**config.mk**
```make
export PLATFORM = sky130hd
export DESIGN_NAME = qbus_master
export DESIGN_NICKNAME = d
export VERILOG_FILES = /design/src/rtl/qbus_master.sv
export SDC_FILE = /design/constraint.sdc
export NUM_CORES = 1
export LEC_CHECK = 0
export ABC_AREA = 1
export BUFFER_PORTS_ARGS = -buffer_cell sky130_fd_sc_hd__clkbuf_2
export CAP_MARGIN = 0
export CORE_MARGIN = 2
export CORE_UTILIZATION = 54
export DETAILED_ROUTE_END_ITERATION = 10
export MAX_ROUTING_LAYER = met4
export PLACE_DENSITY = 0.86
export SLEW_MARGIN = 10
export SYNTH_ARGS = -nofsm -noshare
export SYNTH_HDL_FRONTEND = slang
export SYNTH_SLANG_ARGS = --single-unit
```
**constraint.sdc**
```tcl
create_clock -name PIN_CLK -period 3.7 [get_ports PIN_CLK]
set_input_delay 0.185 -clock PIN_CLK [delete_from_list [all_inputs] [get_ports PIN_CLK]]
set_output_delay 0.185 -clock PIN_CLK [all_outputs]
set_load 0.02 [all_outputs]
```
**src/rtl/qbus_master.sv**
```systemverilog
// Q-bus initiator: runs one DATI, DATO or DATOB cycle per request on the inverted, multiplexed nAD bus.
// All pin outputs are registered; nRPLY is brought into the clock domain by a two-flop synchroniser.
module qbus_master #(
  parameter int TIMEOUT = 64,
  parameter int TW      = 7
) (
  input  logic        PIN_CLK,
  input  logic        PIN_nRST,
  input  logic        req,
  input  logic        we,
  input  logic        byte_wr,
  input  logic [15:0] addr,
  input  logic [15:0] wdata,
  output logic        ack,
  output logic        err,
  output logic [15:0] rdata,
  output logic        busy,
  output logic [15:0] PIN_nAD_out,
  output logic        PIN_nAD_oe,
  input  logic [15:0] PIN_nAD_in,
  output logic        PIN_nSYNC,
  output logic        PIN_nDIN,
  output logic        PIN_nDOUT,
  output logic        PIN_nWTBT,
  input  logic        PIN_nRPLY,
  output logic [2:0]  dbg_state
);

  // Client handshake: req is looked at only while idle; acceptance is visible as busy
  // rising. ack is a one-clock pulse with err valid alongside it, and busy is already low.
  typedef enum logic [2:0] {
    S_IDLE   = 3'd0,
    S_ADR    = 3'd1,
    S_AHLD   = 3'd2,
    S_DSET   = 3'd3,
    S_WRPLY  = 3'd4,
    S_TERM   = 3'd5,
    S_WNRPLY = 3'd6,
    S_REL    = 3'd7
  } state_e;

  localparam logic [TW-1:0] TO_CNT = TW'(TIMEOUT);

  state_e        st_q, st_d;
  logic          we_q, we_d;
  logic          byte_q, byte_d;
  logic [15:0]   wdata_q, wdata_d;
  logic [TW-1:0] cnt_q, cnt_d;
  logic          abort_q, abort_d;
  logic          sync1_q, sync1_d;
  logic          sync2_q, sync2_d;
  logic [15:0]   nad_out_q, nad_out_d;
  logic          nad_oe_q, nad_oe_d;
  logic          nsync_q, nsync_d;
  logic          ndin_q, ndin_d;
  logic          ndout_q, ndout_d;
  logic          nwtbt_q, nwtbt_d;
  logic          ack_q, ack_d;
  logic          err_q, err_d;
  logic [15:0]   rdata_q, rdata_d;
  logic          rply;

  assign rply = ~sync2_q;

  always_comb begin
    st_d      = st_q;
    we_d      = we_q;
    byte_d    = byte_q;
    wdata_d   = wdata_q;
    cnt_d     = cnt_q;
    abort_d   = abort_q;
    sync1_d   = PIN_nRPLY;
    sync2_d   = sync1_q;
    nad_out_d = nad_out_q;
    nad_oe_d  = nad_oe_q;
    nsync_d   = nsync_q;
    ndin_d    = ndin_q;
    ndout_d   = ndout_q;
    nwtbt_d   = nwtbt_q;
    ack_d     = 1'b0;
    err_d     = 1'b0;
    rdata_d   = rdata_q;

    case (st_q)
      S_IDLE: begin
        if (req) begin
          we_d      = we;
          byte_d    = byte_wr;
          wdata_d   = wdata;
          nad_out_d = ~addr;
          nad_oe_d  = 1'b1;
          nwtbt_d   = ~we;
          st_d      = S_ADR;
        end
      end
      S_ADR: begin
        nsync_d = 1'b0;
        st_d    = S_AHLD;
      end
      S_AHLD: begin
        cnt_d = '0;
        if (we_q) begin
          nad_out_d = ~wdata_q;
          nwtbt_d   = ~byte_q;
          st_d      = S_DSET;
        end else begin
          // Turn the bus around in the same clock DIN asserts so the responder can drive it.
          nad_oe_d = 1'b0;
          nwtbt_d  = 1'b1;
          ndin_d   = 1'b0;
          st_d     = S_WRPLY;
        end
      end
      S_DSET: begin
        ndout_d = 1'b0;
        cnt_d   = '0;
        st_d    = S_WRPLY;
      end
      S_WRPLY: begin
        if (rply) begin
          cnt_d = '0;
          st_d  = S_TERM;
        end else if (cnt_q == TO_CNT) begin
          cnt_d   = '0;
          abort_d = 1'b1;
          st_d    = S_TERM;
        end else begin
          cnt_d = cnt_q + TW'(1);
        end
      end
      S_TERM: begin
        if (!we_q && !abort_q) begin
          rdata_d = ~PIN_nAD_in;
        end
        nsync_d = 1'b1;
        ndin_d  = 1'b1;
        ndout_d = 1'b1;
        cnt_d   = '0;
        st_d    = abort_q ? S_REL : S_WNRPLY;
      end
      S_WNRPLY: begin
        if (!rply) begin
          cnt_d = '0;
          st_d  = S_REL;
        end else if (cnt_q == TO_CNT) begin
          cnt_d   = '0;
          abort_d = 1'b1;
          st_d    = S_REL;
        end else begin
          cnt_d = cnt_q + TW'(1);
        end
      end
      S_REL: begin
        nad_oe_d  = 1'b0;
        nad_out_d = 16'hFFFF;
        nwtbt_d   = 1'b1;
        ack_d     = 1'b1;
        err_d     = abort_q;
        abort_d   = 1'b0;
        st_d      = S_IDLE;
      end
      default: st_d = S_IDLE;
    endcase
  end

  always_ff @(posedge PIN_CLK) begin
    if (!PIN_nRST) begin
      st_q      <= S_IDLE;
      we_q      <= 1'b0;
      byte_q    <= 1'b0;
      wdata_q   <= '0;
      cnt_q     <= '0;
      abort_q   <= 1'b0;
      sync1_q   <= 1'b0;
      sync2_q   <= 1'b0;
      nad_out_q <= 16'hFFFF;
      nad_oe_q  <= 1'b0;
      nsync_q   <= 1'b1;
      ndin_q    <= 1'b1;
      ndout_q   <= 1'b1;
      nwtbt_q   <= 1'b1;
      ack_q     <= 1'b0;
      err_q     <= 1'b0;
      rdata_q   <= '0;
    end else begin
      st_q      <= st_d;
      we_q      <= we_d;
      byte_q    <= byte_d;
      wdata_q   <= wdata_d;
      cnt_q     <= cnt_d;
      abort_q   <= abort_d;
      sync1_q   <= sync1_d;
      sync2_q   <= sync2_d;
      nad_out_q <= nad_out_d;
      nad_oe_q  <= nad_oe_d;
      nsync_q   <= nsync_d;
      ndin_q    <= ndin_d;
      ndout_q   <= ndout_d;
      nwtbt_q   <= nwtbt_d;
      ack_q     <= ack_d;
      err_q     <= err_d;
      rdata_q   <= rdata_d;
    end
  end

  assign ack         = ack_q;
  assign err         = err_q;
  assign rdata       = rdata_q;
  assign busy        = (st_q != S_IDLE);
  assign PIN_nAD_out = nad_out_q;
  assign PIN_nAD_oe  = nad_oe_q;
  assign PIN_nSYNC   = nsync_q;
  assign PIN_nDIN    = ndin_q;
  assign PIN_nDOUT   = ndout_q;
  assign PIN_nWTBT   = nwtbt_q;
  assign dbg_state   = st_q;

endmodule

```
# Word level (Yosys, flattened, before mapping)

Cells that the tools add are included.

Flip-flop bits (word level): 70
Bits of input ports: 54
Word-level logic and storage cells: 88

Add/subtract/negate cells: 1
Equal/unequal tests: 15
Multiplexer cells: 29
Bitwise operators: 5
Reduce and logical (&&, ||, !) cells: 21

Operators with widths:

| operator                                            | number |
|---|---|
| NOT 16 bit                                          | 3 |
| one-hot mux 16 bit (3 select lines)                 | 1 |
| two-way mux 16 bit                                  | 2 |
| one-hot mux 3 bit (8 select lines)                  | 1 |
| two-way mux 7 bit                                   | 3 |
| one-hot mux 7 bit (3 select lines)                  | 1 |
| two-way mux 3 bit                                   | 6 |
| equality test 3 bit, second input constant          | 4 |
| AND reduction 3 bit                                 | 4 |
| nonzero test 3 bit                                  | 4 |
| != test 2 bit, second input constant                | 5 |
| AND reduction 2 bit                                 | 5 |
| two-way mux 1 bit                                   | 9 |
| one-hot mux 1 bit (3 select lines)                  | 3 |
| adder 7 x 1 -> 7 bit, second input constant         | 1 |
| equality test 7 bit, second input constant          | 1 |
| equality test 3 x 2 -> 1 bit, second input constant | 2 |
| != test 3 bit, second input constant                | 2 |
| one-hot mux 1 bit (2 select lines)                  | 3 |
| nonzero test 2 bit                                  | 3 |
| equality test 3 x 1 -> 1 bit, second input constant | 1 |
| logical NOT 3 bit                                   | 1 |
| OR reduction 3 bit                                  | 1 |
| logical NOT 1 bit                                   | 2 |
| 2 further kinds                                     | 3 |

# Logic depth before layout (Yosys ltp)

Depth in word-level cells: 4
Depth in mapped cells: 11
Gate-level depth less buffers: 11

# Worst setup path before layout

Ideal clock, no wire load.

Kind: reg2reg
Start: reg st_q[1] (netlist: dbg_state[1])
End: reg nad_out_q[10] (netlist: PIN_nAD_out[10])
Data arrival time: 1.481 ns
Path slack: 2.090 ns
Cell stages (with the launch flop): 12
Buffers on the path: 2
Period minus slack after synthesis: 1.610 ns
Path through: dfxtp_1 > buf_4 > inv_2 > nand2_2 > inv_2 > nand2_2 > nand2_4 > nor2_8 > inv_4 > buf_6 > nand2_1 > nand3_1

Longest elaborated chain between the ends: 3

Ends and longest elaborated chain:

| element                                                                     | line | source |
|---|---|---|
| start, declared                                                             | 44   | `state_e st_q, st_d;` |
| start signal, assigned                                                      | 186  | `st_q <= st_d;` |
| equality test 3 x 2 -> 1 bit (tied with other cells)                        | 84   | `case (st_q)` |
| != test 2 bit (no source line) / nonzero test 3 bit (equally long branches) | -    |  |
| AND reduction 3 bit (no source line)                                        | -    |  |
| end signal, assigned                                                        | 194  | `nad_out_q <= nad_out_d;` |
| end, declared                                                               | 52   | `logic [15:0] nad_out_q, nad_out_d;` |

Several ways; a longest one is shown, not always the timed one.
A chain may end at the register's enable or synchronous reset.

# Final worst setup path

Start: reg st_q[2] (netlist: dbg_state[2])
End: reg nad_out_q[3] (netlist: PIN_nAD_out[3])

Same word-level chain as after synthesis.

==> impl_metrics.yaml <==
detailed_routing:
  post-route-drc-count: 0
  vias_per_cell: 5.24
  firstDrtPassIters: 5
  ant_nets: 0
  drt_iter0_markers: 241
  drt-wirelength-per-cell_um: 12.9
  vias: 2942
  drt-total-wl_um: 7210
synthesis:
  yosysSeqAreaShare: 0.475
  ys_warn_count: 0
  synthCells: 391
  syn-num-nets: 447
  synth.distinct_cells: 32
  ys_ff_latch: 70
  netlist_area_um2: 2950
  syn_area_per_cell_um2: 7.55
sta:
  layout_min_cycle_time_ps: 2090
  drv_slew: 0
  maxSlewHeadroom: 0.485
  setup_tns_ps: 0
  setup_ws_ps: 1610
  period_share: 0.565
  fmax_mhz: 479
  worstMarginPinSlew_ps: 771
  fin_skew_ps: 9.62
  setup_viol: 0
  rsz0062_at_grt: "false"
  finalHoldViolCount: 0
placement:
  dp_cells: 535
  place_area_um2: 3400
  dp_hpwl_um: 4950
  post-place-ws_ps: 1580
  gp_congestion: 0.995
  io_buffers: 96
clocking:
  clk_pin_slew_ps: 70
  h-tree-depth: 3
  cts_root_buf: "clkbuf_8"
  cts-buffers-inserted: 9
  numClockSinks: 70
  cts_setup_buffers: 0
  post_cts_resized: 0
  clk_latency_ps: 340
  clock_path_buffers: 2
  hold_buffers: 10
  tritoncts: "built"
layout:
  layout_commonest_cell: "clkbuf_2"
  nets: 543
  final_area_um2: 3710
  insertedDiodeCount: 0
  most-common-layout-cells: "clkbuf_2, nand2_1, dfxtp_1"
  fin_cells: 561
  area_growth_pct: 25.5
  drive_gt1_frac: 0.255
die:
  num_io_pins: 97
  core_area_um2: 5200
  fp.dieH_um: 77.9
  die_w_um: 77.9
  start_util: 0.567
  die_area_um2: 6080
  num_rows: 26
setup_path:
  max_stage_delay_ps: 640
  startpoint_type: "flop"
  critPathBufInv: 1
  cp_top_family: "simple AND/OR/NAND/NOR gates"
  critPathRequiredTime_ps: 3920
  path_max_fanout: 18
  cp.arrival_ps: 2310
  cp-end-kind: "flop"
  path_cells: "nand3_2, o21ai_2, nand2_4, nor2_8, inv_4, a21oi_1, nand2_1"
  cpMaxStageDelayCell: "dfxtp_1"
  criticalPathCategory: "flop to flop"
run:
  maxCapViolations: 0
pwr:
  p_leak_nw: 1.75
  irDropWorstVdd_mv: 0.486
  power_density_nw_per_um2: 749
grt:
  grt_max_degree: 41
  grt_pass1_vias: 2632
  grt_antenna_before_repair: 0
  grt_first_pass_wirelength_um: 11800
  track_usage: 0.253
  overflow: 0
run_status:
  status: "complete, no violations"
hold_path:
  hp-class: "primary input to flop"
[final timing paths]
check | start | end | slack [ps] | depth (start not counted)
setup / recovery | dbg_state[2] | PIN_nAD_out[3] | 1610 | 7
hold / removal | PIN_nAD_in[4] | rdata[4] | 10 | 2
setup reg to reg | dbg_state[2] | PIN_nAD_out[3] | 1610 | 7
hold reg to reg | sync1_q | sync2_q | 420 | 2
[where the power goes]
group / switching, W / internal (W)
sequential: 0.000133 / 0.000939
combinational: 0.000738 / 0.000352
clock: 0.000287 / 0.000327
[cell usage after synthesis (all sizes together)]
library cell | n | area share
nand2 | 81 | 0.11
dfxtp | 70 | 0.47
o21ai | 52 | 0.089
a21oi | 42 | 0.071
nand3 | 42 | 0.073
nor2 | 34 | 0.054
inv | 30 | 0.041
buf | 13 | 0.030
clkbuf | 9 | 0.011
o211ai | 3 | 0.0076
a31oi | 2 | 0.0042
ha | 2 | 0.0085
o21bai | 2 | 0.0051
xnor2 | 2 | 0.0059
xor2 | 2 | 0.0059
clkinv | 1 | 0.0013
nand4 | 1 | 0.0021
nor3 | 1 | 0.0017
nor3b | 1 | 0.0025
o2111ai | 1 | 0.0030
[layout make-up]
class / instances / area [um^2]
clock buffer: 10 / 138
timing repair buffer: 107 / 591
multi-input combinational: 268 / 1310
inverter: 31 / 124
clock inverter: 5 / 60.1
tap: 70 / 87.6
sequential: 70 / 1400
fill: 438 / 1500
[worst reg2reg max path: stages, from the launching register on]
cell and delay (ps):
dfxtp_1 640, nand3_2 430, o21ai_2 220, nand2_4 110
nor2_8 220, inv_4 130, a21oi_1 150, nand2_1 80
[registers in the layout, indices dropped and copies added (netlist names)]
register / flops
we_q: 1
PIN_nAD_oe: 1
PIN_nDOUT: 1
cnt_q: 7
abort_q: 1
PIN_nSYNC: 1
PIN_nDIN: 1
sync2_q: 1
PIN_nAD_out: 16
sync1_q: 1
PIN_nWTBT: 1
wdata_q: 16
rdata: 16
dbg_state: 3
err: 1
ack: 1
byte_q: 1
[metrics by stage]
step | util | hold slack (ps) | power [W]
2_1_floorplan | - | 275 | 0.00192
3_3_place_gp | 0.653 | 360 | 0.00213
3_5_place_dp | 0.653 | 365 | 0.00216
4_1_cts | 0.710 | 1.86 | 0.00278
5_1_grt | 0.712 | 2.32 | 0.00297
6_report | 0.712 | 14.6 | 0.00278
[metal layers]
layer	global-route usage	share of wire	vias to the layer above
met5	-	0	-
met4	0.105	0.024	0
met3	0.0837	0.089	20
met2	0.392	0.46	114
met1	0.304	0.42	1324
li1	-	-	1484
[logic make-up after synthesis]
logic type / synth area share
xor+xnor: 0.0119
compound gates: 0.181
fa+ha+maj: 0.00847
buf+inv: 0.0835
simple gates: 0.241
flops: 0.475
No activity file was read; power rests on OpenSTA's default activity.
